<file path="src/rtl/comm_pkg.sv">
// Shared types and helpers for the command master and its serial transmitter.
package comm_pkg;

    typedef enum logic [2:0] {
        IDLE,
        XMIT,
        WAIT,
        GAP,
        DRAIN
    } state_t;

    localparam int unsigned GAP_W = 16;

    // Counter width that can hold values 0..n-1, never narrower than one bit.
    function automatic int unsigned cnt_width(input int unsigned n);
        return (n > 1) ? $clog2(n) : 1;
    endfunction

endpackage

</file>
<file path="src/rtl/UART_tx.sv">
// 8N1 UART transmitter: LSB first, one start bit, one stop bit, idle-high line.
// tx_done is a single-cycle pulse after the stop bit has been held for a full bit time.
module UART_tx
    import comm_pkg::*;
#(
    parameter int unsigned BAUD_DIV = 434
) (
    input  logic       clk,
    input  logic       rst_n,
    input  logic       trmt,
    input  logic [7:0] tx_data,
    output logic       TX,
    output logic       tx_done
);

    localparam int unsigned BW = cnt_width(BAUD_DIV);
    localparam logic [BW-1:0] BAUD_LAST = BW'(BAUD_DIV - 1);

    logic [9:0]    shreg;
    logic [3:0]    bit_cnt;
    logic [BW-1:0] baud_cnt;
    logic          sending;

    always_ff @(posedge clk or negedge rst_n) begin
        if (!rst_n) begin
            shreg    <= '1;
            bit_cnt  <= '0;
            baud_cnt <= '0;
            sending  <= 1'b0;
            tx_done  <= 1'b0;
        end else begin
            tx_done <= 1'b0;
            if (trmt) begin
                shreg    <= {1'b1, tx_data, 1'b0};
                bit_cnt  <= '0;
                baud_cnt <= '0;
                sending  <= 1'b1;
            end else if (sending) begin
                if (baud_cnt == BAUD_LAST) begin
                    baud_cnt <= '0;
                    shreg    <= {1'b1, shreg[9:1]};
                    if (bit_cnt == 4'd9) begin
                        sending <= 1'b0;
                        tx_done <= 1'b1;
                    end else begin
                        bit_cnt <= bit_cnt + 4'd1;
                    end
                end else begin
                    baud_cnt <= baud_cnt + BW'(1);
                end
            end
        end
    end

    assign TX = shreg[0];

endmodule

</file>
<file path="src/rtl/comm_master_n.sv">
// Sends an NUM_BYTES-wide command MSB-byte-first over a UART, with optional
// idle gaps between bytes and an abort that lets the in-flight frame finish.
module comm_master_n
    import comm_pkg::*;
#(
    parameter int unsigned NUM_BYTES  = 2,
    parameter int unsigned GAP_CYCLES = 0,
    parameter int unsigned BAUD_DIV   = 434
) (
    input  logic                   clk,
    input  logic                   rst_n,
    input  logic                   send_cmd,
    input  logic [8*NUM_BYTES-1:0] cmd,
    input  logic                   abort,
    output logic                   TX,
    output logic                   busy,
    output logic                   cmd_cmplt
);

    localparam int unsigned W  = 8 * NUM_BYTES;
    localparam int unsigned CW = cnt_width(NUM_BYTES);
    localparam logic [CW-1:0]    CNT_LOAD = CW'(NUM_BYTES - 1);
    localparam logic [GAP_W-1:0] GAP_LOAD = (GAP_CYCLES > 0) ? GAP_W'(GAP_CYCLES - 1) : '0;

    state_t           state, state_n;
    logic [CW-1:0]    byte_cnt, byte_cnt_n;
    logic [GAP_W-1:0] gap_cnt, gap_cnt_n;
    logic [W-1:0]     shreg, shreg_n;
    logic             trmt;
    logic             tx_done;
    logic [7:0]       tx_data;

    always_comb begin
        state_n    = state;
        byte_cnt_n = byte_cnt;
        gap_cnt_n  = gap_cnt;
        shreg_n    = shreg;
        cmd_cmplt  = 1'b0;
        unique case (state)
            IDLE: begin
                if (send_cmd) begin
                    shreg_n    = cmd;
                    byte_cnt_n = CNT_LOAD;
                    state_n    = XMIT;
                end
            end
            XMIT: begin
                state_n = abort ? DRAIN : WAIT;
            end
            // abort outranks a coincident tx_done
            WAIT: begin
                if (abort) begin
                    state_n = DRAIN;
                end else if (tx_done) begin
                    if (byte_cnt == '0) begin
                        cmd_cmplt = 1'b1;
                        state_n   = IDLE;
                    end else begin
                        shreg_n    = shreg << 8;
                        byte_cnt_n = byte_cnt - CW'(1);
                        if (GAP_CYCLES == 0) begin
                            state_n = XMIT;
                        end else begin
                            gap_cnt_n = GAP_LOAD;
                            state_n   = GAP;
                        end
                    end
                end
            end
            GAP: begin
                if (abort) begin
                    state_n = IDLE;
                end else if (gap_cnt == '0) begin
                    state_n = XMIT;
                end else begin
                    gap_cnt_n = gap_cnt - GAP_W'(1);
                end
            end
            DRAIN: begin
                if (tx_done) state_n = IDLE;
            end
            default: state_n = IDLE;
        endcase
    end

    // trmt is registered from next state so it is high exactly during XMIT.
    always_ff @(posedge clk or negedge rst_n) begin
        if (!rst_n) begin
            state    <= IDLE;
            byte_cnt <= '0;
            gap_cnt  <= '0;
            shreg    <= '0;
            trmt     <= 1'b0;
        end else begin
            state    <= state_n;
            byte_cnt <= byte_cnt_n;
            gap_cnt  <= gap_cnt_n;
            shreg    <= shreg_n;
            trmt     <= (state_n == XMIT);
        end
    end

    assign tx_data = shreg[W-1 -: 8];
    assign busy    = (state != IDLE);

    UART_tx #(
        .BAUD_DIV(BAUD_DIV)
    ) u_tx (
        .clk    (clk),
        .rst_n  (rst_n),
        .trmt   (trmt),
        .tx_data(tx_data),
        .TX     (TX),
        .tx_done(tx_done)
    );

endmodule
</file>
<file path="config.mk">
export PLATFORM = sky130hd
export DESIGN_NAME = comm_master_n
export DESIGN_NICKNAME = d
export VERILOG_FILES = /design/src/rtl/comm_pkg.sv /design/src/rtl/UART_tx.sv /design/src/rtl/comm_master_n.sv
export SDC_FILE = /design/constraint.sdc
export NUM_CORES = 1
export LEC_CHECK = 0
export ABC_CLOCK_PERIOD_IN_PS = 3600
export CAP_MARGIN = 20
export CORE_ASPECT_RATIO = 1.25
export CORE_MARGIN = 2
export CORE_UTILIZATION = 45
export DETAILED_ROUTE_END_ITERATION = 7
export SLEW_MARGIN = 10
export SYNTH_ARGS = -nofsm -noshare
export SYNTH_HDL_FRONTEND = slang
export SYNTH_SLANG_ARGS = --single-unit
</file>
<file path="constraint.sdc">
create_clock -name clk -period 3.6 [get_ports clk]
set_input_delay 0.9 -clock clk [delete_from_list [all_inputs] [get_ports clk]]
set_output_delay 0.9 -clock clk [all_outputs]
set_load 0.005 [all_outputs]
</file>
Word-level counts from Yosys, hierarchy flattened
Index checks and enable logic that the tools add are counted.
- register bits after elaboration: 62
- input bits: 20
- bitwise gates (word level): 2
- eq/ne operators: 12
- add/subtract/negate cells: 4
- mux-type cells: 41
- reduce and logical (&&, ||, !) cells: 11
- operators with widths (cell ; count):
    $mux 16 ; 4
    $pmux 16 s2 ; 1
    $mux 10 ; 3
    $mux 9 ; 3
    $mux 3 ; 7
    $mux 1 ; 17
    $logic_not 16->1 ; 1
    $mux 4 ; 4
    $sub 16x1->16 const B ; 1
    $pmux 3 s5 ; 1
    $add 9x1->9 const B ; 1
    $eq 9x9->1 const B ; 1
    $ne 2x2->1 const B ; 4
    $eq 3x1->1 const B ; 2
    $eq 3x2->1 const B ; 2
    $reduce_and 3->1 ; 2
    $reduce_bool 2->1 ; 3
    $reduce_and 5->1 ; 1
    $add 4x1->4 const B ; 1
    $eq 4x4->1 const B ; 1
    $reduce_and 4->1 ; 1
    $eq 3x3->1 const B ; 1
    $logic_not 3->1 ; 1
    $reduce_bool 3->1 ; 1
    5 further kinds ; 6

Depth between registers and ports, before layout
Gate-level depths: netlist (run 1).
- word-level depth: 5
- depth in mapped cells: 7
- mapped depth without buffers: 6

By module
From an unflattened synthesis (run 1), not the netlist that was laid out.
- cell total of the unflattened synthesis: 328
- area, all modules: 3229.3 um2
- modules (own cells, without submodules) (module ; cells an instance ; area each (um2) ; times used):
    comm_master_n ; 175 ; 1770.4 ; 1
    UART_tx ; 153 ; 1458.9 ; 1

Worst setup path after synthesis (run 1)
OpenSTA, ideal clock, no wires.
- path type: reg-to-output
- from: reg state[0]
- to: out cmd_cmplt
- cell stages (with the launch flop): 5
- arrival: 1309 ps
- path slack: 1391 ps
- cells stage by stage: dfrtp_1 -> nor2_1 -> nand2_1 -> clkbuf_1 -> nor3_1
- cells in the longest elaborated chain, start to end: 2
- ends and longest elaborated chain (element ; RTL line ; text):
    start, declared ; comm_master_n.sv:25 ; state_t state, state_n;
    start signal, assigned ; comm_master_n.sv:95 ; state <= state_n;
    $eq 3x2->1 ; comm_master_n.sv:39 ; unique case (state)
    $mux 1 ; comm_master_n.sv:39 ;
    end, declared ; comm_master_n.sv:17 ; output logic cmd_cmplt
No other way between the ends.

Worst setup path after layout (run 1)
- from: in abort
- to: out cmd_cmplt
- cells in the longest elaborated chain, start to end: 2
- ends and longest elaborated chain (element ; RTL line ; text):
    start, declared ; comm_master_n.sv:14 ; input logic abort,
    $mux 1 ; comm_master_n.sv:52 ; if (abort) begin
    $mux 1 ; comm_master_n.sv:39 ;
No other way between the ends.

==> results of run 1 <==
==> final timing paths <==
kind	startpoint	end	slack (ns)
setup / recovery	abort	cmd_cmplt	0.43
hold / removal	shreg[14]	u_tx.shreg[7]	0.47
setup reg to reg	u_tx.baud_cnt[1]	u_tx.shreg[6]	1.50
hold reg to reg	shreg[14]	u_tx.shreg[7]	0.47
max in group asynchronous	rst_n	gap_cnt[4]	2.28
min in group asynchronous	rst_n	u_tx.baud_cnt[2]	0.63
==> state kept, by name (all words and copies together) (netlist names) <==
signal	flops
u_tx.bit_cnt	4
byte_cnt	1
shreg	16
u_tx.shreg	9
u_tx.tx_done	1
state	3
u_tx.sending	1
u_tx.baud_cnt	9
gap_cnt	16
trmt	1
==> cell usage after synthesis, types with 7 or more instances <==
| library cell | n | area share (%) |
|---|---|---|
| xor2_1 | 15 | 4.5 |
| nor2_1 | 15 | 1.9 |
| nor3_1 | 13 | 2.2 |
| mux2i_1 | 17 | 5.8 |
| a21oi_1 | 9 | 1.5 |
| inv_1 | 7 | 0.89 |
| dfrtp_1 | 52 | 44 |
| dfstp_2 | 9 | 8.0 |
| o21ai_0 | 26 | 4.4 |
| nor4_1 | 7 | 1.5 |
| clkbuf_1 | 9 | 1.1 |
| nand2_1 | 46 | 5.9 |
==> stage by stage <==
stage	area (µm²)	cells
floorplan	2950	286
global placement	3260	389
detailed placement	3260	389
CTS	3510	405
global route	3510	405
finish	3510	405
==> layout make-up <==
cell class / instances / area (µm²)
clock inverters: 4 / 95.1
clock buffers: 12 / 155
multi-input cells: 206 / 1330
flip-flops and latches: 61 / 1540
fillers: 620 / 2930
inverters: 7 / 26.3
repair buffers: 28 / 260
well taps: 87 / 109
==> power groups by stage <==
stage	clock network (mW)	registers (mW)	logic [mW]
floorplan	0	0.979	0.382
global placement	0	1.02	0.469
detailed placement	0	1.03	0.481
CTS	0.771	1.02	0.482
global route	0.805	1.04	0.552
finish	0.751	1.02	0.471
==> worst reg2reg max path, delay by kind of cell, from the launching register on <==
family                     cells  cell delay (ns)
adders and majority gates      1             0.19
and+or+nand+nor                2             0.77
muxes                          1             0.19
DFF                            1             0.41
AOI/OAI and AO/OA              1             0.09
buffers and inverters          2             0.38
==> layout by cell type, fill, tap and decap left out, drive strengths merged, types with 4 or more instances in the layout <==
master / count
dfrtp: 52
nand2: 46
o21ai: 27
clkdlybuf4s50: 21
mux2i: 17
nor2: 15
xor2: 15
nor3: 14
clkbuf: 12
a21oi: 9
dfstp: 9
inv: 7
nor4: 7
buf: 7
nand3: 5
a211oi: 5
xnor2: 5
ha: 5
or3: 5
nand4: 4
==> metal layers <==
metal	track usage (%)	wire [µm]	vias up
met5	0	0	-
met1	21.6	2510	1011
li1	-	-	1066
met2	27.0	2580	28
met4	9.09	70	0
met3	2.87	143	8
==> cell families (layout without fill, tap and decap cells) <==
group / count (synthesis) / count (layout)
AND/OR/NAND/NOR: 109 / 109
flip-flops: 61 / 61
AO/OA/AOI/OAI: 54 / 54
XOR/XNOR: 20 / 20
buffers and inverters: 19 / 51
multiplexers: 18 / 18
adder cells (fa/ha/maj): 5 / 5
==> qor.yml, run 1 <==
run_status:
  outcome: "finished clean"
clock_tree:
  cts_setup_buffers: 0
  cts_buffers: 9
  clock-sinks: 61
  cts_tree: "done"
  clkTransAtPathRegs_ns: 0.07
  clk_latency_ns: 0.33
  cts_resized: 0
  cts_root_buf: "clkbuf_8"
  h-tree-depth: 3
  ctsHoldBuffers: 0
  cts_buffer_depth: 2
final_layout:
  drive_gt1_share_pct: 12.9
  areaGrowthSynthToFinish_pct: 19.0
  diodes: 0
  nets: 338
  utilization_pct: 54.5
worst_setup_path:
  cp-start-kind: "primary input"
  max_stage_delay_ns: 0.52
  cp.depth: 4
  crit_type: "in2out"
  crit_top_cell: "clkdlybuf4s50_1"
  end_kind: "output port"
  crit_slowest_cell: "clkdlybuf4s50_1"
  critPathBufInv: 2
  critPathTopFamily: "buffers and inverters"
  crit_fanout: 6
  cp.arrival_ns: 2.27
  r2r_cells: 7
  crit_required_ns: 2.70
  crit_chain: "clkdlybuf4s50_1 -> nand2b_1 -> nor3_1 -> clkdlybuf4s50_1"
placed_design:
  pre_cts_slack_ns: 0.444
  hpwlAfterDp_um: 3750
  place_congestion: 0.707
  io_buffer_count: 22
timing:
  hold_violations: 0
  slew_viol_final: 0
  min_period_ns: 3.17
  fin_skew_ns: 0.0116
  worst_pin_slew_ns: 0.720
  slew-limit-headroom_pct: 52.0
  setup_viol_count_final: 0
  finalCritPeriodShare_pct: 88.1
  setup_slack_ns: 0.429
  tns_ns: 0
  rsz0062_at_grt: "false"
  fin_hold_ws_ns: 0.474
  fmax_mhz: 315
power_and_ir_drop:
  power_switching_uw: 645
  ir_drop_uv: 425
  p_leak_nw: 1.64
  p_total_mw: 2.24
  seq_power_share_pct: 45.4
  internal-power_mw: 1.59
  power.density_mw_per_mm2: 638
  clock_power_share_pct: 33.6
  power_frac_comb_pct: 21.1
  swShare_pct: 28.8
yosys:
  synth-async-reset-ratio_pct: 100
  synth_edf_count: 0
  synth-seq-cells: 61
  synth-compound-area-share_pct: 11.0
  synth-xor-area-share_pct: 5.94
  syn_nets: 311
  yosysSeqAreaShare_pct: 52.1
  ys.flop_type: "dfrtp_1"
  synthSimpleGateAreaFrac_pct: 19.6
  synth_top_family_by_area: "simple AND/OR/NAND/NOR gates"
  ys_warn_count: 0
  syn_area_mm2: 0.00295
  synth.area.mux_share_pct: 6.15
  synth_cell_types: 45
  yosys.area_share.adder_pct: 2.12
  avgSynthCellArea_um2: 10.3
  syn_inst: 286
floorplanning:
  die_area_mm2: 0.00722
  num_rows: 33
  io_pins: 23
  die_y_um: 94.5
  core_mm2: 0.00644
  die_w_um: 76.4
  initial_utilization_pct: 45.8
route:
  drc: 0
  via_per_inst: 5.22
  antenna_left: 0
  wire_per_inst_um: 13.1
  vias: 2113
  drt_pass1_iterations: 4
  drt_iter0_drc: 130
  wl_um: 5300
global_route:
  grt_pass1_wl_um: 9550
  overflow: 0
  grtUsageTotal_pct: 16.7
  grt_max_degree: 34
  antenna_found_initial: 0
  grt_pass1_vias: 2055
hold_path:
  hp-class: "reg2reg"
  holdPathStages: 2
flow_run:
  max-cap-violations: 0
No activity file was read; power rests on OpenSTA's default activity.
==> inputs of run 2 (changes only) <==
CAP_MARGIN = 25   (was 20)
==> results of run 2 <==
No change in the layout: final DEF, timing and power equal those of run 1.
==> inputs of run 3 (changes only) <==
CORE_ASPECT_RATIO = 0.6   (was 1.25)
==> run 3 against run 2 <==
  * Total power down 7.6%
  * Flip-flop and latch count unchanged
  * Via count down 3.5%
  * Hold slack better by 0.0059 ns
  * Global-route usage up 1.6 points
  * Clock power down 25%
  * Critical path type unchanged
==> qor.yml, run 3 (synthesis gave the netlist of run 1 again) <==
route:
  antenna_left: 0
  drc: 0
  wl_um: 5560
  drt_pass1_iterations: 4
  vias: 2038
  drt_iter0_drc: 143
  via_per_inst: 5.08
  wire_per_inst_um: 13.9
timing:
  fin_hold_ws_ns: 0.480
  min_period_ns: 3.19
  hold_violations: 0
  slew-limit-headroom_pct: 48.7
  tns_ns: 0
  fin_skew_ns: 0.00800
  rsz0062_at_grt: "false"
  slew_viol_final: 0
  setup_viol_count_final: 0
  setup_slack_ns: 0.414
  finalCritPeriodShare_pct: 88.5
  worst_pin_slew_ns: 0.770
  fmax_mhz: 314
placed_design:
  hpwlAfterDp_um: 3800
  dpl.cell_count: 385
  pre_cts_slack_ns: 0.403
  place_congestion: 0.780
  io_buffer_count: 22
  dpl-instance-area_mm2: 0.00325
final_layout:
  nFillCells: 590
  diodes: 0
  layout_commonest_cell: "dfrtp_1"
  regArea_mm2: 0.00154
  utilization_pct: 55.2
  layout_common_cells: "52 x dfrtp_1, 46 x nand2_1, 26 x o21ai_0"
  areaGrowthSynthToFinish_pct: 16.5
  nets: 337
  design_area_mm2: 0.00344
  top_regs: "gap_cnt (16), shreg (16)"
  drive_gt1_share_pct: 12.6
  finalNonFillerCells: 401
  multi_input_area_mm2: 0.00133
floorplanning:
  die_area_mm2: 0.00724
  num_rows: 22
  io_pins: 23
  initial_utilization_pct: 47.4
  die_y_um: 66.7
  die_w_um: 109
  core_mm2: 0.00622
worst_setup_path:
  end_kind: "output port"
  crit_chain: "clkdlybuf4s50_1 -> nand2b_1 -> nor3_1 -> clkdlybuf4s50_1"
  max_stage_delay_ns: 0.53
  cp.arrival_ns: 2.29
  crit_slowest_cell: "clkdlybuf4s50_1"
  r2r_cells: 4
  crit_top_cell: "clkdlybuf4s50_1"
  crit_required_ns: 2.70
  cp-start-kind: "primary input"
  r2r-end: "gap_cnt[5]"
  crit_type: "in2out"
  crit_fanout: 6
  rrSetupSlack_ns: 1.52
  reg2reg_from: "gap_cnt[11]"
global_route:
  antenna_found_initial: 0
  use_met2_pct: 21.8
  grt.busiest_layer: "met1"
  grt_pass1_vias: 1949
  grtUsageTotal_pct: 18.3
  use_met3_pct: 5.68
  gr-usage-met1_pct: 29.2
  overflow: 0
  grt_max_degree: 62
  grt_pass1_wl_um: 9870
power_and_ir_drop:
  internal-power_mw: 1.40
  p_total_mw: 2.07
  clock_power_share_pct: 27.2
  p_leak_nw: 1.60
  ir_drop_uv: 359
  seq_power_share_pct: 48.8
  power_switching_uw: 666
  power.density_mw_per_mm2: 602
  power_frac_comb_pct: 24.0
  swShare_pct: 32.2
clock_tree:
  clk_latency_ns: 0.34
  cts_resized: 0
  h-tree-depth: 3
  cts_root_buf: "clkbuf_8"
  clkTransAtPathRegs_ns: 0.07
  ctsHoldBuffers: 0
  cts_tree: "done"
  cts_setup_buffers: 0
  cts_buffers: 9
  cts_buffer_depth: 2
  clock-sinks: 61
hold_path:
  whs_endpoint: "shreg[15]"
  holdPathStages: 2
  hp-start: "shreg[15]"
  hp-class: "reg2reg"
flow_run:
  max-cap-violations: 0
run_status:
  outcome: "finished clean"
-- run 3: critical path: cells and delay by family --
family        cells  cell delay (ns)
simple gates      2             0.37
buf+inv           2             1.02
-- run 3: worst max path at each step --
stage / startpoint / end / slack (ns) / cells after the start
after floorplan: state[0] / cmd_cmplt / 1.39 / 4
after global placement: abort / cmd_cmplt / 0.43 / 4
after detailed placement: abort / cmd_cmplt / 0.40 / 4
after CTS: abort / cmd_cmplt / 0.41 / 4
after global routing: abort / cmd_cmplt / 0.36 / 4
final: abort / cmd_cmplt / 0.41 / 4
-- run 3: cell type report --
class	instances	area share, %
Sequential cell	61	44.8
Multi-Input combinational cell	206	38.6
Timing Repair Buffer	27	7.36
Clock buffer	13	4.92
Tap cell	84	3.06
Inverter	7	0.765
Clock inverter	3	0.583
-- run 3: routing by layer --
layer / part of all wire (%) / wire length (µm)
met5: 0 / 0
met3: 4.0 / 222
met1: 59 / 3270
met2: 36 / 1990
met4: 1.4 / 79
-- run 3: power by group through the flow --
stage	Sequential (mW)	Clock (mW)	Combinational (mW)
after floorplan	0.979	0	0.382
after global placement	1.02	0	0.486
after detailed placement	1.02	0	0.502
after CTS	1.01	0.583	0.504
after global routing	1.04	0.620	0.584
final	1.01	0.563	0.495
